### config.mk
export PLATFORM = sky130hd
export DESIGN_NAME = mano_timing_decoder
export DESIGN_NICKNAME = d
export VERILOG_FILES = /design/src/rtl/mano_timing_decoder_pkg.sv /design/src/rtl/mano_timing_decoder_onehot_decoder.sv /design/src/rtl/mano_timing_decoder.sv
export SDC_FILE = /design/constraint.sdc
export NUM_CORES = 1
export LEC_CHECK = 0
export CAP_MARGIN = 0
export CORE_MARGIN = 2
export CORE_UTILIZATION = 34
export DETAILED_ROUTE_END_ITERATION = 8
export PLACE_DENSITY_LB_ADDON = 0.1
export SYNTH_ARGS = -nofsm -noshare
export SYNTH_HDL_FRONTEND = slang
export SYNTH_SLANG_ARGS = --single-unit
### constraint.sdc
create_clock -name clk -period 1.5 [get_ports clk]
set_input_delay 0.45 -clock clk [delete_from_list [all_inputs] [get_ports clk]]
set_output_delay 0.45 -clock clk [all_outputs]
set_load 0.02 [all_outputs]
### src/rtl/mano_timing_decoder_pkg.sv
// Shared constants for the Mano basic-computer control unit: default widths,
// decoder output counts and named opcode strobe indices.
package mano_pkg;

  localparam int unsigned SC_W_DEFAULT = 4;
  localparam int unsigned OP_W_DEFAULT = 3;

  localparam int unsigned T_N = 2 ** SC_W_DEFAULT;
  localparam int unsigned D_N = 2 ** OP_W_DEFAULT;

  // Bit positions of d_o for the memory-reference and I/O instruction groups.
  localparam int unsigned D_AND = 0;
  localparam int unsigned D_ADD = 1;
  localparam int unsigned D_LDA = 2;
  localparam int unsigned D_STA = 3;
  localparam int unsigned D_BUN = 4;
  localparam int unsigned D_BSA = 5;
  localparam int unsigned D_ISZ = 6;
  localparam int unsigned D_IO  = 7;

endpackage

### src/rtl/mano_timing_decoder_onehot_decoder.sv
// Combinational binary-to-one-hot decoder with enable; output is all-zero when
// en is low, otherwise exactly one bit is set.
module onehot_decoder #(
  parameter int unsigned IN_W = 3
) (
  input  logic [IN_W-1:0]      in,
  input  logic                 en,
  output logic [2**IN_W-1:0]   out
);

  always_comb begin
    out = '0;
    if (en) begin
      out[in] = 1'b1;
    end
  end

endmodule

### src/rtl/mano_timing_decoder.sv
// Sequence counter with one-hot timing decode and latched one-hot opcode
// strobes for the Mano basic computer control unit.
module mano_timing_decoder
  import mano_pkg::*;
#(
  parameter int unsigned SC_W = SC_W_DEFAULT,
  parameter int unsigned OP_W = OP_W_DEFAULT
) (
  input  logic                 clk,
  input  logic                 rst,
  input  logic                 sc_clr,
  input  logic                 sc_inc,
  input  logic                 op_load,
  input  logic [OP_W-1:0]      op_in,
  output logic [SC_W-1:0]      sc_q,
  output logic [2**SC_W-1:0]   t_o,
  output logic [2**OP_W-1:0]   d_o,
  output logic                 d_valid,
  output logic                 t_wrap
);

  logic [SC_W-1:0] sc_d;
  logic            wrap_d;
  logic [OP_W-1:0] op_q;
  logic [OP_W-1:0] op_d;
  logic            d_valid_d;

  // Clear beats increment; a clear never counts as a wrap.
  always_comb begin
    sc_d   = sc_q;
    wrap_d = 1'b0;
    if (sc_clr) begin
      sc_d = '0;
    end else if (sc_inc) begin
      sc_d   = sc_q + SC_W'(1);
      wrap_d = (sc_q == '1);
    end
  end

  // A fresh load wins over the end-of-instruction clear.
  always_comb begin
    op_d      = op_q;
    d_valid_d = d_valid;
    if (op_load) begin
      op_d      = op_in;
      d_valid_d = 1'b1;
    end else if (sc_clr) begin
      d_valid_d = 1'b0;
    end
  end

  always_ff @(posedge clk) begin
    if (rst) begin
      sc_q    <= '0;
      t_wrap  <= 1'b0;
      op_q    <= '0;
      d_valid <= 1'b0;
    end else begin
      sc_q    <= sc_d;
      t_wrap  <= wrap_d;
      op_q    <= op_d;
      d_valid <= d_valid_d;
    end
  end

  onehot_decoder #(
    .IN_W (SC_W)
  ) u_t_dec (
    .in  (sc_q),
    .en  (1'b1),
    .out (t_o)
  );

  onehot_decoder #(
    .IN_W (OP_W)
  ) u_d_dec (
    .in  (op_q),
    .en  (d_valid),
    .out (d_o)
  );

endmodule

Yosys cells after proc, flatten, opt, wreduce, memory -nomap -nowiden
Cells that the tools add are included.
{ "op_classes": {"addsub": 1, "magnitude_cmp": 4, "eq_ne": 1, "n_mux": 7, "n_bitwise": 1, "reduce_logical": 5} }
{ "op_table": {"columns": ["operator", "n"], "rows": [
  ["two-way mux 8 bit", 1],
  ["less-than comparator 4 x 5 -> 1 bit (second input constant)", 1],
  ["adder 4 x 1 -> 4 bit (second input constant)", 1],
  ["demux 1 bit (select 4 bit)", 1],
  ["== test 4 bit (second input constant)", 1],
  ["greater-or-equal comparator 4 x 1 -> 1 bit (second input constant)", 1],
  ["less-than comparator 3 x 4 -> 1 bit (second input constant)", 1],
  ["two-way mux 1 bit", 4],
  ["demux 1 bit (select 3 bit)", 1],
  ["greater-or-equal comparator 3 x 1 -> 1 bit (second input constant)", 1],
  ["OR reduction 3 bit", 1],
  ["logical AND 1 bit", 2],
  ["nonzero test 2 bit", 1],
  ["OR reduction 2 bit", 1],
  ["inverter 1 bit", 1]
]} }
{ "totals": {"regBits": 9, "wordCells": 23} }

Depth between registers and ports, before layout
Gate-level depths: netlist (run 1).
{ "depth": {"ltp_word": 5, "ltp_mapped": 4, "depth_no_buf": 4} }

By module
A second synthesis (run 1) with hierarchy kept.
{ "hier_totals": {"cells_unflattened": 66, "area_unflattened_um2": 590.6} }
{ "modules_own_cells": {"columns": ["mod", "n_inst", "cells_each", "area_per_inst_um2"], "rows": [
  ["mano_timing_decoder", 1, 35, 377.9],
  ["onehot_decoder (u_t_dec)", 1, 23, 117.6],
  ["onehot_decoder (u_d_dec)", 1, 8, 95.1]
]} }

Worst setup path before layout (run 1)
OpenSTA, ideal clock, no wires.
{ "synth_timing": {"kind": "reg2out", "start": "register sc_q[0]", "end": "output port t_o[12]", "arrival_time_ns": 1.075, "required_time_ns": 1.050, "setup_slack_ns": -0.025, "stages_incl_launch_ff": 4, "cell_sequence": "dfxtp_1 > inv_1 > ha_1 > and3_1"} }
{ "synth_via": {"elab_chain_cells": 4} }
{ "synth_lines": {"columns": ["item", "line_no", "text"], "rows": [
  ["start: declaration", "mano_timing_decoder.sv:15", "output logic [SC_W-1:0] sc_q,"],
  ["start signal: assignment", "mano_timing_decoder.sv:54", "sc_q <= '0;"],
  ["start signal: assignment", "mano_timing_decoder.sv:59", "sc_q <= sc_d;"],
  ["less-than comparator 4 x 5 -> 1 bit (implied by the code) or greater-or-equal comparator 4 x 1 -> 1 bit (tied branches)", "mano_timing_decoder_onehot_decoder.sv:14", "out[in] = 1'b1;"],
  ["logical AND 1 bit (implied by the code)", "mano_timing_decoder_onehot_decoder.sv:14", null],
  ["two-way mux 1 bit (implied by the code)", "mano_timing_decoder_onehot_decoder.sv:14", null],
  ["demux 1 bit (select 4 bit) *", null, null],
  ["end: declaration", "mano_timing_decoder.sv:16", "output logic [2**SC_W-1:0] t_o,"]
]} }
Every way passes the cells marked *; elsewhere a longest branch is shown, timed or not.

Worst setup path in the final report (run 1)
{ "layout_timing": {"start": "register sc_q[2]", "end": "output port t_o[8]"} }
Same word-level chain as after synthesis.

==> results of run 1 <==
logic make-up after synthesis:
| logic type | Yosys count | synth area share |
|---|---|---|
| fa+ha+maj | 4 | 0.0873 |
| buf+inv | 4 | 0.0328 |
| flops | 9 | 0.314 |
| simple gates | 44 | 0.426 |
| xor+xnor | 1 | 0.0153 |
| compound gates | 3 | 0.0349 |
| mux | 5 | 0.0895 |
cell usage in the layout (no fill, tap or decap), types with 2 or more instances in the layout:
cell and count:
and2_4 11, and3_4 4, buf_2 3, buf_4 17, buf_6 20, clkbuf_4 3
clkdlybuf4s50_1 7, dfxtp_4 7, ha_4 4, inv_4 2, mux2i_1 4, nand2b_4 3
nor2_1 8, nor2_2 3, nor3_1 3
report_power, final:
group          switching (mW)  internal [mW]
registers              0.0178          0.241
logic                  0.0594         0.0818
clock network          0.0759          0.102
total                   0.153          0.424
repair_timing:
item / CTS / global route
hold endpoints to repair: 0 / 0
setup buffers: 0 / 1
setup endpoints to repair: 30 / 27
pin swaps: 7 / 5
resized for setup: 187 / 24
critical path: cells and delay by family (launching register included):
| family | cells | cell delay [ns] |
|---|---|---|
| flops | 1 | 0.37 |
| simple gates | 2 | 0.41 |
| buf+inv | 1 | 0.12 |
cell type report:
| type | instances | area share |
|---|---|---|
| Clock buffer | 4 | 0.0208 |
| Inverter | 3 | 0.0129 |
| Multi-Input combinational cell | 57 | 0.419 |
| Sequential cell | 9 | 0.165 |
| Tap cell | 16 | 0.0159 |
| Timing Repair Buffer | 50 | 0.367 |
flip-flops by register name (all words and copies together) (netlist names):
register / flops
op_q: 3
sc_q: 4
d_valid: 1
t_wrap: 1
worst max path at each step:
stage                    startpoint      end  slack [ns]  cells past startpoint
2_1_floorplan  sc_q[1]$_SDFFE_PP0P_  t_o[13]        0.02                      3
3_3_place_gp   sc_q[1]$_SDFFE_PP0P_  t_o[15]       -0.32                      3
3_5_place_dp   sc_q[1]$_SDFFE_PP0P_  t_o[15]       -0.36                      3
4_1_cts        sc_q[0]$_SDFFE_PP0P_  t_o[14]       -0.11                      4
5_1_grt        sc_q[2]$_SDFFE_PP0P_   t_o[8]       -0.14                      3
6_report       sc_q[2]$_SDFFE_PP0P_   t_o[8]       -0.11                      3
metal layers:
layer / GRT usage / vias up
met4: 0.112 / 0
met5: 0 / -
met2: 0.346 / 27
met1: 0.182 / 304
li1: - / 342
met3: 0.0480 / 4
stage by stage:
step                cells   util  TNS (ns)
detailed placement    134  0.686     -6.69
floorplan              70      -         0
global placement      134  0.686     -5.71
CTS                   138  0.780     -1.43
finish                139  0.819     -1.29
global route          139  0.819     -2.11
==> impl_results.md, run 1 <==
- Worst setup margin: -0.108 ns
- Fin crit period: 1.61 ns
- First-pass GRT wire length: about 2700 microns
- Slowest CP cell: dfxtp_4
- Hold Crit Endpoint: op_q[0]$_SDFFE_PP0P_
- DRT met1 WL: 610 microns
- Slowest stage delay, CP: approximately 0.37 ns
- CTS buffer count: 3
- Top cell type's share of synthesized area: 0.314
- Worst R2R Setup Slack: 0.35 ns
- Mapped cell area: 573 sq um
- Worst reg2reg path depth: 4
- Number of synthesized flops with an enable pin: 0
- Die area: between 2000 and 2500 sq um
- R2r startpoint: sc_q[0]$_SDFFE_PP0P_
- CTS tree: built
- Fin Clk Skew: 0.000263 ns
- H-tree depth: 1
- Antenna Cells: 0
- Die Wd: 45.1 microns
- Fraction of registers with async set/reset: 0
- Cells after synthesis: 70
- Vias per cell: 4.87
- Hold_sp: op_q[0]$_SDFFE_PP0P_
- Worst hold path depth: 2
- Clock sink count: 9
- Fin. Hold Viols: 0
- Post-DP Area: 1060 sq um
- Max Cap Viol: 0
- Post-synthesis register bit count: 9
- Pwr/cell area: 458 nW/um^2
- DPL Wire Length: 1270 microns
- # IOs: 38
- Detailed Routing Iterations Pass 1: 1
- # rows: 14
- Leakage: 0.576 nW
- Metal2 WL: approximately 1000 microns
- Total gr overflow: 0
- Class of the worst hold path: register to register
- Critical Path Fanout Max: 5
- Main synth FF type: dfxtp_1
- Worst slew pin tran: 0.218 ns
- Ordered list of cells on the worst path: and2b_2 > and2_4 > buf_6
- Sequential cell area: 208 sq um
- Vias in the first global route: between 600 and 700
- Root Buffer: clkbuf_4
- CP Class: register to output pin
- Initial DRC count: 0
- Final setup vio count: 18
- RSZ-0062 raised after global routing: true
- Area Growth Syn to Fin: 120%
- Cts hold-fix bufs: 0
- Data arrival time of the worst path: 1.16 ns
- Multi-input gate area in the final layout: 529 sq um
- Slew Viols, Final: 0
- Worst hold-check slack: 0.520 ns
- Worst vdd ir: approximately 0.48 mV
- Fill count: 96
- Max-slew headroom: 0.855
- Core area: 1540 sq um
- Avg WL per Cell: 12.8 microns
- Clk slew on worst S/H paths: around 0.060 ns
- Design area: approximately 1300 sq um
- Total power: 0.578 mW
- Setup slack at placement: -0.357 ns
- Vias after detailed routing: 677
- Post-synth top area cell: dfxtp_1
- GPL Wtd Cong: roughly 0.77
- Worst R2R End: sc_q[3]$_SDFFE_PP0P_
- Synth cell count leaders: 12 x and2_1, 11 x nor2_1, 9 x dfxtp_1
- Period Utilization, post-route: 1.07
- Syn. warnings: 0
- Worst Setup Start Kind: register
- Status: finished, violations left
- Share of post-route cells with drive strength above 1: 0.707
- Largest net degree at the start of global routing: 7
- Most common cell in the netlist: and2_1
- Post-Syn Area per Cell: 8.19 sq um
- Drt drc: 0
- Initial Util: 0.372
- Port bufs: 37
- Crit. End Element: output pin
- Seq/Total Area, Yosys: 0.314
- Fmax: a little over 600 MHz
- Worst-Skew Late Latency: ~0.25 ns
- CTS Buffer Depth: 2
- Die H: 45.1 microns
- Antenna violations before repair: 0
- Detail Route Antenna Nets: 0
- Met3 WL: approximately 110 microns
- Critical Path RT: 1.05 ns
- Global-route usage over all layers: 0.187
- Top layer in use: met4
- DRT Wirelength: between 1500 and 2000 microns
- Synth Net Count: 82
- Failing checks: negative setup slack
- Synth unique cells: 22
- Area contributors post-synth: dfxtp_1 31%, and2_1 13%, ha_1 8.7%
- Final nets: 136
Note: power is estimated with default switching activity, not from simulation.
==> run 2, diff against run 1 <==
CELL_PAD_IN_SITES_DETAIL_PLACEMENT = 0   (was not set)
CELL_PAD_IN_SITES_GLOBAL_PLACEMENT = 1   (was not set)
CORE_MARGIN = 4   (was 2)
CORE_UTILIZATION = 23   (was 34)
MAX_ROUTING_LAYER = met4   (was not set)
==> impl_results.md, run 2 (synthesis results as in run 1) <==
- Status: finished, violations left
- Failing checks: negative setup slack
- Post-DP Area: 1080 sq um (+2.1%)
- Vias after detailed routing: 654 (-3.4%)
- Worst Setup Start Kind: register
- CTS tree: built
- Most frequent cells in the layout: 20 x buf_4, 17 x buf_6, 10 x and2_4, 8 x nor2_1, 7 x clkdlybuf4s50_1
- CP Class: register to output pin
- Vias in the first global route: 601 (-8.1%)
- Leakage: 0.572 nW (-0.64%)
- Core Util, Final: 0.542 (-0.277)
- Worst setup margin: -0.102 ns (+0.00691 ns)
- Period Utilization, post-route: 1.07 (-0.00461)
- # rows: 17 (+3)
- Global-route usage over all layers: 0.108 (-0.0783)
- Final setup vio count: 16 (-2)
- Avg WL per Cell: 11.3 microns (-12%)
- RSZ-0062 raised after global routing: true
- Total gr overflow: 0 (unchanged)
- Max Cap Viol: 0 (unchanged)
- Slowest CP cell: dfxtp_4
- Detailed Routing Iterations Pass 1: 3 (+2)
- Share of post-route cells with drive strength above 1: 0.685 (-0.0218)
- Core area: 2300 sq um (+49%)
- H-tree depth: 1 (unchanged)
- Largest net degree at the start of global routing: 7 (unchanged)
- Max FFs per register: 4 (unchanged)
- Fin. Hold Viols: 0 (unchanged)
- Worst-Skew Late Latency: 0.26 ns (about the same)
- Design area: 1240 sq um (-1.4%)
- Critical Path Fanout Max: 4 (-1)
- DPL Wire Length: 1410 microns (+10%)
- Drt drc: 0 (unchanged)
- Largest registers: sc_q: 4 flops, op_q: 3 flops
- Antenna Cells: 0 (unchanged)
- Root Buffer: clkbuf_4
- Area Growth Syn to Fin: 117%
- Worst slew pin tran: 0.210 ns (-0.00780 ns)
- Initial Util: 0.249 (-0.122)
- Commonest non-fill, non-tap cell in the layout: buf_4
- Ordered list of cells on the worst path: inv_4 > ha_4 > and3_4 > buf_6
- Die area: 3350 sq um (+65%)
- Crit. End Element: output pin
- Vias per cell: 4.30 (-12%)
- DRT Wirelength: 1720 microns (-3.4%)
- Fmax: 624 MHz (+0.43%)
- Dpl cells: 147 (+9.7%)
- Critical Path RT: 1.05 ns (about the same)
- Slowest stage delay, CP: 0.40 ns (+0.03 ns)
- Fin crit period: 1.60 ns (-0.00691 ns)
- Antenna violations before repair: 0 (unchanged)
- Die H: 57.9 microns (+29%)
- Port bufs: 37 (unchanged)
- First-pass GRT wire length: 2740 microns (unchanged)
- Clk slew on worst S/H paths: 0.07 ns (about the same)
- Data arrival time of the worst path: 1.15 ns (about the same)
- GPL Wtd Cong: 0.715 (-7.1%)
- Max-slew headroom: 0.860 (+0.00419)
- Final nets: 137 (+0.74%)
- Detail Route Antenna Nets: 0 (unchanged)
- # IOs: 38 (unchanged)
- Initial DRC count: 5 (+5)
- Fin Clk Skew: 0.0106 ns (+0.0103 ns)
- Worst vdd ir: 0.558 mV (+17%)
- Die Wd: 57.9 microns (+29%)
- Slew Viols, Final: 0 (unchanged)
- Pwr/cell area: 462 nW/um^2 (+0.89%)
- Class of the worst hold path: register to register
- CTS Buffer Depth: 2 (unchanged)
- Most flop-heavy register: sc_q
- Fill count: 233 (+140%)
- Clock sink count: 9 (unchanged)
- Cts hold-fix bufs: 0 (unchanged)
- Final Non-Filler Cells: 152 (+9.4%)
- CTS buffer count: 3 (unchanged)
==> run 2: cell types whose count changed in the layout (fill, tap and decap cells not counted), moves of 2 or more <==
cell      change
buf_4         +3
buf_6         -3
nand2b_1      +2
nand2b_4      -2
==> run 2: layout make-up <==
class | count | area, sq um | area share
Multi-Input combinational cell | 57 | 505 | 0.406
Inverter | 3 | 16.3 | 0.0131
Sequential cell | 9 | 205 | 0.165
Tap cell | 28 | 35.0 | 0.0281
Timing Repair Buffer | 51 | 457 | 0.367
Clock buffer | 4 | 26.3 | 0.0211
==> run 2: through the flow <==
stage          setup slack [ns]  hold WS (ns)  power (mW)  TNS (ns)
2_1_floorplan            0.0166         0.474       0.313         0
5_1_grt                  -0.157         0.562       0.606     -2.12
3_5_place_dp             -0.370         0.535       0.388     -6.64
6_report                 -0.102         0.531       0.575     -1.27
3_3_place_gp             -0.354         0.521       0.386     -6.31
4_1_cts                  -0.124         0.536       0.589     -1.55
==> run 2: what timing repair did <==
item / in CTS / in global routing
resized for setup: 181 / 21
pin swaps: 8 / 5
setup endpoints to repair: 30 / 26
setup buffers: 1 / 0
==> run 2: worst max-delay path, delay by kind of cell, from the launching register on <==
| family | cells | cell delay [ns] |
|---|---|---|
| flops | 1 | 0.40 |
| fa+ha+maj | 1 | 0.17 |
| buf+inv | 2 | 0.18 |
| simple gates | 1 | 0.15 |
==> run 2: worst paths after layout <==
| check | from | end | slack [ns] | cells past startpoint |
|---|---|---|---|---|
| setup reg to reg | sc_q[0]$_SDFFE_PP0P_ | sc_q[3]$_SDFFE_PP0P_ | 0.45 | 3 |
| hold reg to reg | op_q[0]$_SDFFE_PP0P_ | op_q[0]$_SDFFE_PP0P_ | 0.53 | 2 |
| setup / recovery | sc_q[1]$_SDFFE_PP0P_ | t_o[13] | -0.10 | 4 |
| hold / removal | op_q[0]$_SDFFE_PP0P_ | op_q[0]$_SDFFE_PP0P_ | 0.53 | 2 |
==> run 2: power breakdown <==
group	leakage, nW	internal (mW)	switching (mW)
combinational	0.478	0.0753	0.0582
clock	0.0150	0.102	0.0836
sequential	0.0786	0.241	0.0139
total	0.572	0.419	0.156
==> run 2: routing by layer <==
layer  GRT usage  vias to the layer above  share of wire  routed length [microns]
li1            -                      341              -                        -
met1       0.122                      292           0.43                      732
met2       0.181                       19           0.50                      859
met3      0.0445                        2          0.071                      122
met4      0.0199                        0         0.0023                        4
met5           -                        -              0                        0
